==> src/rtl/gnr_attractor_ctrl.sv <==
// Floyd-cycle sequencer for a two-copy Boolean-network node array: load, tortoise/hare run, period walk.
// Node outputs are registered, so each cycle's compare sees the starts of the previous cycle; start is ignored while busy.
module gnr_attractor_ctrl #(
   parameter int N_NODES   = 16,
   parameter int CNT_W     = 32,
   parameter int MAX_STEPS = 65535
) (
   input  logic               clk,
   input  logic               rst,
   input  logic               start,
   input  logic [N_NODES-1:0] init_vec,
   input  logic [N_NODES-1:0] net_s0,
   input  logic [N_NODES-1:0] net_s1,
   output logic               reset_nos,
   output logic [N_NODES-1:0] init_state,
   output logic               start_s0,
   output logic               start_s1,
   output logic               busy,
   output logic               done,
   output logic               found,
   output logic               timeout,
   output logic [CNT_W-1:0]   meet_steps,
   output logic [CNT_W-1:0]   period,
   output logic [N_NODES-1:0] attractor_state
);

   typedef enum logic [2:0] {IDLE, LOAD, RUN, PERIOD, DONE} state_t;

   typedef struct packed {
      logic               found;
      logic               timeout;
      logic [CNT_W-1:0]   meet_steps;
      logic [CNT_W-1:0]   period;
      logic [N_NODES-1:0] attractor_state;
   } result_t;

   localparam logic [CNT_W-1:0] MAX_CNT = CNT_W'(MAX_STEPS);

   state_t             state, state_nxt;
   logic [CNT_W-1:0]   c, c_nxt;
   logic [CNT_W-1:0]   p, p_nxt;
   logic [N_NODES-1:0] init_cap, init_cap_nxt;
   result_t            res, res_nxt;
   logic               c_even, match, pmatch, run_limit;

   function automatic logic [CNT_W-1:0] sat_inc(input logic [CNT_W-1:0] v);
      return (&v) ? v : v + CNT_W'(1);
   endfunction

   always_ff @(posedge clk) begin
      if (rst) begin
         state    <= IDLE;
         c        <= '0;
         p        <= '0;
         init_cap <= '0;
         res      <= '0;
      end else begin
         state    <= state_nxt;
         c        <= c_nxt;
         p        <= p_nxt;
         init_cap <= init_cap_nxt;
         res      <= res_nxt;
      end
   end

   always_comb begin
      state_nxt    = state;
      c_nxt        = c;
      p_nxt        = p;
      init_cap_nxt = init_cap;
      res_nxt      = res;
      reset_nos    = 1'b0;
      init_state   = '0;
      start_s0     = 1'b0;
      start_s1     = 1'b0;
      busy         = 1'b0;
      done         = 1'b0;
      c_even       = ~c[0];
      // At even c the tortoise has taken c/2 steps and the hare c steps.
      match        = (net_s0 == net_s1) && c_even && (c >= CNT_W'(2));
      run_limit    = c_even && ({1'b0, c[CNT_W-1:1]} == MAX_CNT);
      pmatch       = (net_s1 == net_s0) && (p >= CNT_W'(1));

      case (state)
         IDLE, DONE: begin
            done = (state == DONE);
            if (start) begin
               init_cap_nxt = init_vec;
               res_nxt      = '0;
               state_nxt    = LOAD;
            end
         end
         LOAD: begin
            busy       = 1'b1;
            reset_nos  = 1'b1;
            init_state = init_cap;
            c_nxt      = '0;
            state_nxt  = RUN;
         end
         RUN: begin
            busy = 1'b1;
            if (match) begin
               res_nxt.meet_steps      = c >> 1;
               res_nxt.attractor_state = net_s0;
               p_nxt                   = '0;
               state_nxt               = PERIOD;
            end else if (run_limit) begin
               res_nxt.timeout = 1'b1;
               state_nxt       = DONE;
            end else begin
               start_s0 = 1'b1;
               start_s1 = 1'b1;
               c_nxt    = sat_inc(c);
            end
         end
         PERIOD: begin
            // Tortoise stays parked on the cycle while the hare walks around it once.
            busy = 1'b1;
            if (pmatch) begin
               res_nxt.period = p;
               res_nxt.found  = 1'b1;
               state_nxt      = DONE;
            end else if (p == MAX_CNT) begin
               res_nxt.timeout = 1'b1;
               res_nxt.found   = 1'b0;
               state_nxt       = DONE;
            end else begin
               start_s1 = 1'b1;
               p_nxt    = sat_inc(p);
            end
         end
         default: state_nxt = IDLE;
      endcase
   end

   assign found           = res.found;
   assign timeout         = res.timeout;
   assign meet_steps      = res.meet_steps;
   assign period          = res.period;
   assign attractor_state = res.attractor_state;

endmodule

==> config.mk <==
export PLATFORM = sky130hd
export DESIGN_NAME = gnr_attractor_ctrl
export DESIGN_NICKNAME = d
export VERILOG_FILES = /design/src/rtl/gnr_attractor_ctrl.sv
export SDC_FILE = /design/constraint.sdc
export NUM_CORES = 1
export LEC_CHECK = 0
export ABC_AREA = 1
export CAP_MARGIN = 20
export CORE_UTILIZATION = 25
export CTS_CLUSTER_DIAMETER = 150
export CTS_CLUSTER_SIZE = 8
export DETAILED_ROUTE_END_ITERATION = 7
export MAX_ROUTING_LAYER = met4
export PLACE_DENSITY = 0.48
export SLEW_MARGIN = 20
export SYNTH_ARGS = -nofsm -noshare
export SYNTH_HDL_FRONTEND = slang
export SYNTH_SLANG_ARGS = --single-unit
==> constraint.sdc <==
create_clock -name clk -period 2.2 [get_ports clk]
set_clock_uncertainty 0.05 [all_clocks]
set_input_delay 0.33 -clock clk [delete_from_list [all_inputs] [get_ports clk]]
set_output_delay 0.33 -clock clk [all_outputs]
set_load 0.05 [all_outputs]
==> summary.md, run 1 <==
| Metric | Value |
|---|---|
| Final #Nets | `1,886` |
| Reg area | `0.00332 mm2` |
| Wl on met1 | `15,600 um` |
| Detail Route Antenna Nets | `0` |
| VDD IR max | `0.662 mV` |
| Sequential-to-total area share from yosys stat | `0.343` |
| Reg2reg setup slack | `-0.05 ns` |
| First-pass GRT wire length | `55,500 um` |
| Worst-case clock buffer depth | `2` |
| Slew HR | `0.521` |
| Setup Crit Path Kind | `register to output port` |
| DR vias | `10,800` |
| CP Launch Type | `register` |
| Dpl cell area | `0.0130 mm2` |
| EDFF count, synth | `0` |
| Initial core utilization | `0.254` |
| Initial antenna violation count | `0` |
| Yosys cell types | `34` |
| Post-CTS Hold Fix Bufs | `0` |
| Row cnt | `71` |
| Tcrit/Tclk final | `1.08` |
| Vias in the first global route | `10,500` |
| RSZ-0062 raised after global routing | `true` |
| YS warnings | `0` |
| Total of max-cap violations | `0` |
| Uppermost layer routed | `met4` |
| # fillers | `4,115` |
| Initial drt markers | `506` |
| Total power | `15.7 mW` |
| Flops & latches, synth | `164` |
| Via density | `4.57` |
| IO Count | `154` |
| CTS tree | `done` |
| Multi-input logic area | `0.00564 mm2` |
| Setup-failing EPs final | `3` |
| Syn_area_per_cell | `6.20 um2` |
| Clock Latency Late Sink | `0.46 ns` |
| Met3 WL | `1100 um` |
| CTS Root Cell | `clkbuf_16` |
| Synthesized instance count | `1,544` |
| WL met2 | `17,200 um` |
| Number of antenna cells inserted | `0` |
| H-tree levels | `4` |
| Drt drc | `0` |
| Syn-to-layout area delta | `49.4%` |
| Core Footprint | `0.0377 mm2` |
| Worst Tran Pin Value | `0.718 ns` |
| Share of layout cells above drive strength 1 | `0.215` |
| Total routed wirelength | `34,600 um` |
| Synthesized Nets | `1,599` |
| Die ar. | `0.0391 mm2` |
| Final hold viol count | `0` |
| Peak Freq | `422 MHz` |
| Hold WC Path Type | `input port to register` |
| Worst setup EP type | `output port` |
| GRT Util Overall | `0.185` |
| Core Util, Final | `0.380` |
| Failing checks | `negative setup slack` |
| Netlist Area Pre-Place | `0.00958 mm2` |
| Dpl ws | `-0.347 ns` |
| Crit path max fanout | `2` |
| Minimum clock period | `2.37 ns` |
| Most frequent cells in the layout | `nand2_1, nor2_1, buf_4, dfxtp_1, a21oi_1` |
| Routed len/inst | `14.7 um` |
| # port buffers | `152` |
| Gp weighted congestion | `0.938` |
| Clk pin slew, worst setup/hold paths | `0.07 ns` |
| Setup TNS | `-0.305 ns` |
| Drt first pass iters | `5` |
| WP data required | `1.82 ns` |
| Post-synth top flop | `dfxtp_1` |
| Outcome | `finished with violations` |
| Grt ovf | `0` |
| TritonCTS Buffers | `17` |
| Final HPWL DP | `25,400 um` |
| Lkg Pwr | `5.75 nW` |
| Die width | `198 um` |
| Worst setup margin | `-0.171 ns` |
| Pwr Density | `1090 mW/mm2` |
| Max-slew violations | `0` |
| Async SR Flop Fraction | `0` |
| Largest net degree at the start of global routing | `50` |
| Commonest non-fill, non-tap cell in the layout | `nand2_1` |
| CTS sink cnt | `164` |
| Crit path arrival time | `1.99 ns` |
| Die H | `198 um` |
| Final std cell area, no fill | `0.0143 mm2` |
## layer usage
| layer | GRT usage | up-vias |
|---|---|---|
| met5 | - | - |
| met3 | 0.0290 | 43 |
| met2 | 0.313 | 178 |
| met4 | 0.0612 | 0 |
| met1 | 0.224 | 4978 |
| li1 | - | 5560 |
## synthesized netlist by cell type, types with 6 or more instances
cell type / instances / share of area
nand3_1: 90 / 0.047
clkbuf_1: 43 / 0.017
nand2_1: 432 / 0.17
a211oi_1: 31 / 0.024
inv_1: 122 / 0.048
inv_2: 10 / 0.0039
o21ai_0: 18 / 0.0094
xnor2_1: 6 / 0.0055
buf_6: 15 / 0.018
nor3_1: 63 / 0.033
a21oi_1: 122 / 0.064
buf_1: 6 / 0.0024
a21oi_2: 7 / 0.0064
buf_2: 24 / 0.013
nand4_1: 72 / 0.047
xor2_1: 16 / 0.015
nor2_1: 272 / 0.11
dfxtp_1: 164 / 0.34
## registers in the layout, indices dropped and copies added, names as in the netlist
| register | cells |
|---|---|
| attractor_state | 16 |
| c | 32 |
| found | 1 |
| init_cap | 16 |
| meet_steps | 31 |
| p | 32 |
| period | 32 |
| state | 3 |
| timeout | 1 |
## final timing paths
| check | start | to | cells past startpoint |
|---|---|---|---|
| worst max-delay path | p[1] | start_s1 | 13 |
| worst min-delay path | rst | p[8] | 2 |
| worst max register to register | c[17] | timeout | 17 |
| worst min register to register | timeout | timeout | 2 |
## final cells by class
cell class	count	share of cell area
multi-input cells	1154	0.394
repair buffers	361	0.248
flip-flops and latches	164	0.232
well taps	511	0.0447
inverters	133	0.0351
clock buffers	20	0.0319
clock inverters	12	0.0141
## cell families (layout without fill, tap and decap cells)
group                      Yosys count  in the layout  share of synthesized area
AOI/OAI and AO/OA                  179            179                      0.105
xor gates and xnor gates            22             22                     0.0201
adders and majority gates            4              4                    0.00523
buffers and inverters              226            526                      0.105
DFF                                164            164                      0.343
other                                1              1                   0.000392
and+or+nand+nor                    948            948                      0.421
## critical path, cell delays in order (launching register included)
cell and delay [ns]:
dfxtp_2 0.35, buf_6 0.10, ha_4 0.12, nand2_2 0.05, inv_2 0.06, nand2_2 0.06
inv_2 0.08, nand2_4 0.06, nor2_4 0.13, and2_4 0.17, nor2_4 0.04, nand2_2 0.08
nand2_4 0.07, buf_12 0.15
## per-stage QoR
stage,cells,hold WS [ns]
5_1_grt,2355,0.130
2_1_floorplan,1544,0.380
3_5_place_dp,2286,0.398
6_report,2355,0.156
4_1_cts,2342,0.120
3_3_place_gp,2286,0.390
## repair_timing
action                                  in CTS  in global routing
buffers inserted                            24                 14
endpoints found under the setup margin      50                110
gates cloned                                 0                  1
pin swaps                                   17                 28
gates resized for setup                     63                 79
## power breakdown
| part | internal [mW] | leakage (nW) | switching (mW) |
|---|---|---|---|
| registers | 3.60 | 1.35 | 0.377 |
| logic | 2.99 | 4.09 | 5.25 |
| clock network | 2.08 | 0.305 | 1.37 |
| total | 8.67 | 5.75 | 6.99 |
No activity file was read; power rests on OpenSTA's default activity.
==> run 2: changes to the inputs <==
--- a/config.mk
+++ b/config.mk
@@ -7,13 +7,14 @@
 export LEC_CHECK = 0
 export ABC_AREA = 1
 export CAP_MARGIN = 20
+export CORE_ASPECT_RATIO = 1.2
 export CORE_UTILIZATION = 25
 export CTS_CLUSTER_DIAMETER = 150
 export CTS_CLUSTER_SIZE = 8
 export DETAILED_ROUTE_END_ITERATION = 7
 export MAX_ROUTING_LAYER = met4
 export PLACE_DENSITY = 0.48
-export SLEW_MARGIN = 20
+export SLEW_MARGIN = 0
 export SYNTH_ARGS = -nofsm -noshare
 export SYNTH_HDL_FRONTEND = slang
 export SYNTH_SLANG_ARGS = --single-unit
==> run 2 against run 1 <==
Compared with the run above:
- the run still ends with negative setup slack left
- clock-buffer cell count shrank 2
- critical path depth shrank 1
- core utilization grew 0.15 points
- first-iteration DRC count grew 12%
- largest power group unchanged
- non-clock buffer count grew 5
- maximum frequency shrank 0.15%
- clock power shrank 4%
- critical path type unchanged
- total power grew 0.23%
- combinational power grew 2%
- sequential power is essentially flat
==> summary.md, run 2 (synthesis gave the netlist of run 1 again) <==
| Metric | Value |
|---|---|
| DR vias | `10,800 (+0.40%)` |
| Die width | `181 um (-8.6%)` |
| Uppermost layer routed | `met4` |
| Outcome | `finished with violations` |
| Crit path arrival time | `2.00 ns (about the same)` |
| CP startpoint | `p[1]` |
| Syn-to-layout area delta | `50.4%` |
| Detail Route Antenna Nets | `0 (unchanged)` |
| Final hold viol count | `0 (unchanged)` |
| Clk pin slew, worst setup/hold paths | `0.07 ns (about the same)` |
| FF-to-FF path depth | `17 (unchanged)` |
| WL met2 | `19,200 um (+12%)` |
| Tcrit/Tclk final | `1.08 (+0.00166)` |
| Pwr Density | `1090 mW/mm2 (-0.44%)` |
| HP Start | `rst` |
| Initial drt markers | `569 (+12%)` |
| Lkg Pwr | `5.70 nW (-0.89%)` |
| Placed insts | `2,271 (-0.66%)` |
| First-pass GRT wire length | `56,000 um (+1.0%)` |
| Slowest CP cell | `dfxtp_2` |
| GRT Util Overall | `0.188 (+0.00255)` |
| Minimum clock period | `2.38 ns (+0.00365 ns)` |
| Hold WC Path Type | `input port to register` |
| Wl on met1 | `14,500 um (-6.7%)` |
| Setup TNS | `-3.30 ns (-3.00 ns)` |
| Peak Freq | `421 MHz (-0.15%)` |
| Final #Nets | `1,891 (+0.27%)` |
| Drt first pass iters | `4 (-1)` |
| Largest net degree at the start of global routing | `65 (+30%)` |
| Die ar. | `0.0391 mm2 (about the same)` |
| Failing checks | `negative setup slack` |
| Core Footprint | `0.0378 mm2 (+0.27%)` |
| Grt ovf | `0 (unchanged)` |
| Row cnt | `78 (+9.9%)` |
| Routed len/inst | `15.3 um (+4.1%)` |
| CTS tree | `done` |
| CTS sink cnt | `164 (unchanged)` |
| Worst r2r src | `p[1]` |
| H-tree levels | `4 (unchanged)` |
| Layout Cells excl Fill | `2,329 (-1.1%)` |
| Final HPWL DP | `26,700 um (+5.1%)` |
| Slew HR | `0.563 (+0.0420)` |
| Met3 WL | `932 um (-15%)` |
| Setup-failing EPs final | `51 (+48)` |
| Hold depth | `4 (+2)` |
| RSZ-0062 raised after global routing | `true` |
| CP Cell Sequence | `inv_2 > ha_2 > inv_1 > nand2_1 > nor2_1 > nand2_1 > nor2_4 > nand2_2 > nand3_4 > nand2_4 > nand2_4 > buf_12` |
| Crit path max fanout | `4 (+2)` |
| Most frequent cells in the layout | `nand2_1, nor2_1, buf_4, dfxtp_1, clkdlybuf4s50_1` |
| Minimum hold slack | `0.172 ns (+0.0159 ns)` |
| Slowest Stage Delay on Critical Path | `0.34 ns (about the same)` |
| Die H | `216 um (+9.4%)` |
| Clock Latency Late Sink | `0.45 ns (about the same)` |
| Worst-case clock buffer depth | `2 (unchanged)` |
| Number of antenna cells inserted | `0 (unchanged)` |
| VDD IR max | `0.562 mV (-15%)` |
| WP data required | `1.82 ns (about the same)` |
| Share of layout cells above drive strength 1 | `0.217 (+0.00212)` |
| Post-CTS Hold Fix Bufs | `0 (unchanged)` |
| CP Launch Type | `register` |
| Worst Tran Pin Value | `0.656 ns (-0.0622 ns)` |
| TritonCTS Buffers | `17 (unchanged)` |
| Drt drc | `0 (unchanged)` |
| Worst setup margin | `-0.175 ns (-0.00365 ns)` |
| Max-slew violations | `0 (unchanged)` |
| Commonest non-fill, non-tap cell in the layout | `nand2_1` |
| Via density | `4.64 (+1.5%)` |
| Total of max-cap violations | `0 (unchanged)` |
| Setup Crit Path Kind | `register to output port` |
| Initial antenna violation count | `0 (unchanged)` |
| R2r endpoint | `p[8]` |
| WHS Endpoint | `state[2]` |
| CTS Root Cell | `clkbuf_16` |
| Gp weighted congestion | `0.948 (+1.1%)` |
| Worst setup EP type | `output port` |
| Total routed wirelength | `35,600 um (+2.9%)` |
| # port buffers | `152 (unchanged)` |
| Initial core utilization | `0.254 (-0.000691)` |
| Vias in the first global route | `10,400 (-1.1%)` |
| Reg2reg setup slack | `-0.11 ns (-0.06 ns)` |
| IO Count | `154 (unchanged)` |
-- run 2: cell type report --
cell class | count | area, um2
Clock inverter | 14 | 200
Inverter | 133 | 499
Sequential cell | 164 | 3300
Multi-Input combinational cell | 1154 | 5730
Fill cell | 4064 | 23400
Tap cell | 480 | 601
Clock buffer | 18 | 439
Timing Repair Buffer | 366 | 3640
-- run 2: power by group --
| group | switching, mW | leakage, nW | internal, mW |
|---|---|---|---|
| clock | 1.37 | 0.304 | 1.95 |
| combinational | 5.37 | 4.05 | 3.07 |
| sequential | 0.341 | 1.34 | 3.60 |
-- run 2: timing repair --
item	in CTS	in global routing
endpoints found under the hold margin	0	0
setup buffers	15	8
setup endpoints to repair	51	123
cloned	0	4
resized for setup	69	56
pin swaps	20	20
-- run 2: worst max-delay path, delay by kind of cell (launching register included) --
kind                       cells  cell delay [ns]
adders and majority gates      1             0.15
buffers and inverters          3             0.23
DFF                            1             0.34
and+or+nand+nor                8             0.81
-- run 2: metal layers --
| layer | global-route usage | up-vias |
|---|---|---|
| li1 | - | 5574 |
| met1 | 0.201 | 4977 |
| met2 | 0.351 | 205 |
| met3 | 0.0237 | 46 |
| met4 | 0.0670 | 0 |
| met5 | - | - |
-- run 2: worst max path at each step --
stage | end | cells past startpoint
after floorplan | state[1] | 13
after global placement | start_s1 | 12
after detailed placement | start_s1 | 12
after CTS | start_s1 | 13
after global routing | start_s1 | 13
final | start_s1 | 12
-- run 2: stage by stage --
step | power [mW] | cell area, um2 | worst slack, ns | utilization
finish | 15.7 | 14400 | -0.175 | 0.381
global placement | 12.1 | 13100 | -0.453 | 0.346
floorplan | 9.21 | 9660 | 0.0125 | -
global route | 16.6 | 14400 | -0.265 | 0.381
CTS | 15.7 | 14000 | -0.186 | 0.372
detailed placement | 12.2 | 13100 | -0.476 | 0.346
==> run 3: changes to the inputs <==
--- a/config.mk
+++ b/config.mk
@@ -5,7 +5,6 @@
 export SDC_FILE = /design/constraint.sdc
 export NUM_CORES = 1
 export LEC_CHECK = 0
-export ABC_AREA = 1
 export CAP_MARGIN = 20
 export CORE_ASPECT_RATIO = 1.2
 export CORE_UTILIZATION = 25
@@ -13,7 +12,8 @@
 export CTS_CLUSTER_SIZE = 8
 export DETAILED_ROUTE_END_ITERATION = 7
 export MAX_ROUTING_LAYER = met4
-export PLACE_DENSITY = 0.48
+export PLACE_DENSITY = 0.5
+export REMOVE_ABC_BUFFERS = 1
 export SLEW_MARGIN = 0
 export SYNTH_ARGS = -nofsm -noshare
 export SYNTH_HDL_FRONTEND = slang
==> run 3 against run 2 <==
Compared with the run above:
- the flow still finishes with violations (negative setup slack)
- via count decreased by 23%
- sequential share of layout area up 0.081 points
- critical path depth down 4
- largest power group is now the clock network
- highest routed layer unchanged
==> summary.md, run 3 <==
| Metric | Value |
|---|---|
| Share of layout cells above drive strength 1 | `0.496 (+0.279)` |
| Synthesized instance count | `946 (-39%)` |
| CP Launch Type | `register` |
| Syn-to-layout area delta | `93.5%` |
| Grt ovf | `0 (unchanged)` |
| Most frequent cells in the layout | `buf_4, dfxtp_1, nand2_1, clkdlybuf4s50_1, a21oi_2` |
| Most instantiated cells after synthesis | `nand2_1, dfxtp_1, a21oi_1` |
| TritonCTS Buffers | `17 (unchanged)` |
| Crit path arrival time | `2.41 ns (+0.41 ns)` |
| Final HPWL DP | `17,800 um (-33%)` |
| Final #Nets | `1,377 (-27%)` |
| Slew HR | `0.504 (-0.0592)` |
| Hold WC Path Type | `input port to register` |
| Final hold viol count | `0 (unchanged)` |
| Initial antenna violation count | `0 (unchanged)` |
| CTS tree | `done` |
| Adder-cell share of the synthesized area | `0.00673 (+0.00150)` |
| GRT Util Overall | `0.189 (+0.000970)` |
| First-pass GRT wire length | `43,900 um (-22%)` |
| Peak Freq | `358 MHz (-15%)` |
| Largest family of logic cells by synthesized area | `simple AND/OR/NAND/NOR gates` |
| Detail Route Antenna Nets | `0 (unchanged)` |
| VDD IR max | `0.444 mV (-21%)` |
| DR vias | `8,298 (-23%)` |
| Initial drt markers | `326 (-43%)` |
| Yosys cell types | `53 (+56%)` |
| Setup-failing EPs final | `124 (+140%)` |
| EDFF count, synth | `0 (unchanged)` |
| Flops & latches, synth | `164 (unchanged)` |
| CTS Root Cell | `clkbuf_16` |
| Worst-case clock buffer depth | `2 (unchanged)` |
| Lkg Pwr | `5.71 nW (+0.20%)` |
| Routed len/inst | `16.7 um (+9.0%)` |
| Drt drc | `0 (unchanged)` |
| Via density | `4.82 (+4.0%)` |
| Gp weighted congestion | `0.860 (-9.3%)` |
| Total routed wirelength | `28,700 um (-20%)` |
| Worst setup margin | `-0.593 ns (-0.418 ns)` |
| Post-synth top flop | `dfxtp_1` |
| Reg2reg setup slack | `-0.56 ns (-0.45 ns)` |
| Layout Cells excl Fill | `1,720 (-26%)` |
| Netlist Area Pre-Place | `0.00744 mm2 (-22%)` |
| IO Count | `154 (unchanged)` |
| # port buffers | `152 (unchanged)` |
| Post-CTS Hold Fix Bufs | `0 (unchanged)` |
| Share of the synthesized area in the top cell type | `0.441 (+0.0986)` |
| Dpl ws | `-1.00 ns (-0.528 ns)` |
| Tcrit/Tclk final | `1.27 (+0.190)` |
| Placed insts | `1,596 (-30%)` |
| Max-slew violations | `0 (unchanged)` |
| Clock Latency Late Sink | `0.44 ns (about the same)` |
| Xor and xnor area share after synthesis | `0.0589 (+0.0388)` |
| Minimum clock period | `2.79 ns (+0.418 ns)` |
| Failing checks | `negative setup slack` |
| Core Util, Final | `0.496 (+0.115)` |
| WP data required | `1.82 ns (about the same)` |
| Worst Tran Pin Value | `0.739 ns (+0.0832 ns)` |
| H-tree levels | `4 (unchanged)` |
| Commonest non-fill, non-tap cell in the layout | `buf_4` |
| Syn_area_per_cell | `7.86 um2 (+27%)` |
| Synth area leaders | `dfxtp_1, nand2_1, a21oi_1, nand3_1, xnor2_1` |
| Die width | `159 um (-12%)` |
| # fillers | `2,640 (-35%)` |
| Setup Crit Path Kind | `register to output port` |
| Number of antenna cells inserted | `0 (unchanged)` |
| Area leader, netlist | `dfxtp_1` |
| Row cnt | `68 (-13%)` |
| Total power | `7.62 mW (-51%)` |
| RSZ-0062 raised after global routing | `true` |
| Total of max-cap violations | `0 (unchanged)` |
| CTS sink cnt | `164 (unchanged)` |
| Synth Area in Compound Gates | `0.137 (+0.0322)` |
| Core Footprint | `0.0290 mm2 (-23%)` |
| YS warnings | `0 (unchanged)` |
| Async SR Flop Fraction | `0 (unchanged)` |
| Top-count cell post-synth | `nand2_1` |
| Simple-Gate Fraction of Synth Area | `0.305 (-0.116)` |
| Largest net degree at the start of global routing | `33 (-49%)` |
| Clk pin slew, worst setup/hold paths | `0.07 ns (about the same)` |
| Crit path max fanout | `3 (-1)` |
| Sequential-to-total area share from yosys stat | `0.441 (+0.0986)` |
| Die ar. | `0.0304 mm2 (-22%)` |
| Worst setup EP type | `output port` |
| Pwr Density | `530 mW/mm2 (-51%)` |
| Outcome | `finished with violations` |
| Initial core utilization | `0.256 (+0.00278)` |
| Vias in the first global route | `8,242 (-21%)` |
| Mux cell area share after synthesis | `0.00538 (+0.00538)` |
| Die H | `191 um (-12%)` |
| Drt first pass iters | `4 (unchanged)` |
[run 3: final timing paths]
check | from | end | cells past startpoint
setup / recovery | p[19] | start_s1 | 8
hold / removal | net_s0[2] | attractor_state[2] | 3
setup reg to reg | p[19] | p[14] | 9
hold reg to reg | init_cap[2] | init_cap[2] | 2
[run 3: where the power goes]
part	total, mW	internal [mW]	switching [mW]
logic	1.50	0.673	0.830
clock network	3.09	1.75	1.34
registers	3.04	3.01	0.0297
[run 3: area by class of cell]
cell class                 count  area (um2)  area share
tap                          385         482      0.0335
inverter                      14        52.6     0.00365
clock inverter                12         144      0.0100
multi-input combinational    702        5600       0.389
timing repair buffer         423        4350       0.302
clock buffer                  20         457      0.0317
sequential                   164        3310       0.230
[run 3: logic make-up (layout without fill, tap and decap cells)]
| logic type | after synthesis | count (layout) |
|---|---|---|
| xor gates and xnor gates | 50 | 50 |
| buffers and inverters | 82 | 469 |
| muxes | 4 | 4 |
| and+or+nand+nor | 460 | 462 |
| AOI/OAI and AO/OA | 181 | 181 |
| DFF | 164 | 164 |
| other | 1 | 1 |
| adders and majority gates | 4 | 4 |
[run 3: timing repair]
action                                  CTS  global route
cloned                                   17             3
setup buffers                            53            41
endpoints found under the setup margin  145           149
gates resized for setup                 297           318
pin swaps                               101           184
[run 3: per-stage QoR]
stage | setup TNS [ns] | cell area, um2 | hold slack (ns)
3_5_place_dp | -101.87 | 10800 | 0.392
2_1_floorplan | -151.52 | 7150 | 0.349
5_1_grt | -44.54 | 14400 | 0.0776
3_3_place_gp | -101.36 | 10800 | 0.387
4_1_cts | -20.82 | 13100 | 0.0617
6_report | -32.26 | 14400 | 0.0886
[run 3: routing by layer]
| metal | share of wire | track usage | vias to the layer above |
|---|---|---|---|
| met3 | 0.040 | 0.0354 | 39 |
| met2 | 0.54 | 0.339 | 176 |
| met1 | 0.40 | 0.210 | 4033 |
| met5 | 0 | - | - |
| li1 | - | - | 4050 |
| met4 | 0.020 | 0.0621 | 0 |
[run 3: worst max-delay path: stages (launching register included)]
cell and delay, ns:
dfxtp_1 0.31, nor4_1 0.38, nand4_1 0.35, o31ai_4 0.36, buf_6 0.15, nor2_4 0.03
a2bb2oi_2 0.16, inv_2 0.08, buf_8 0.15
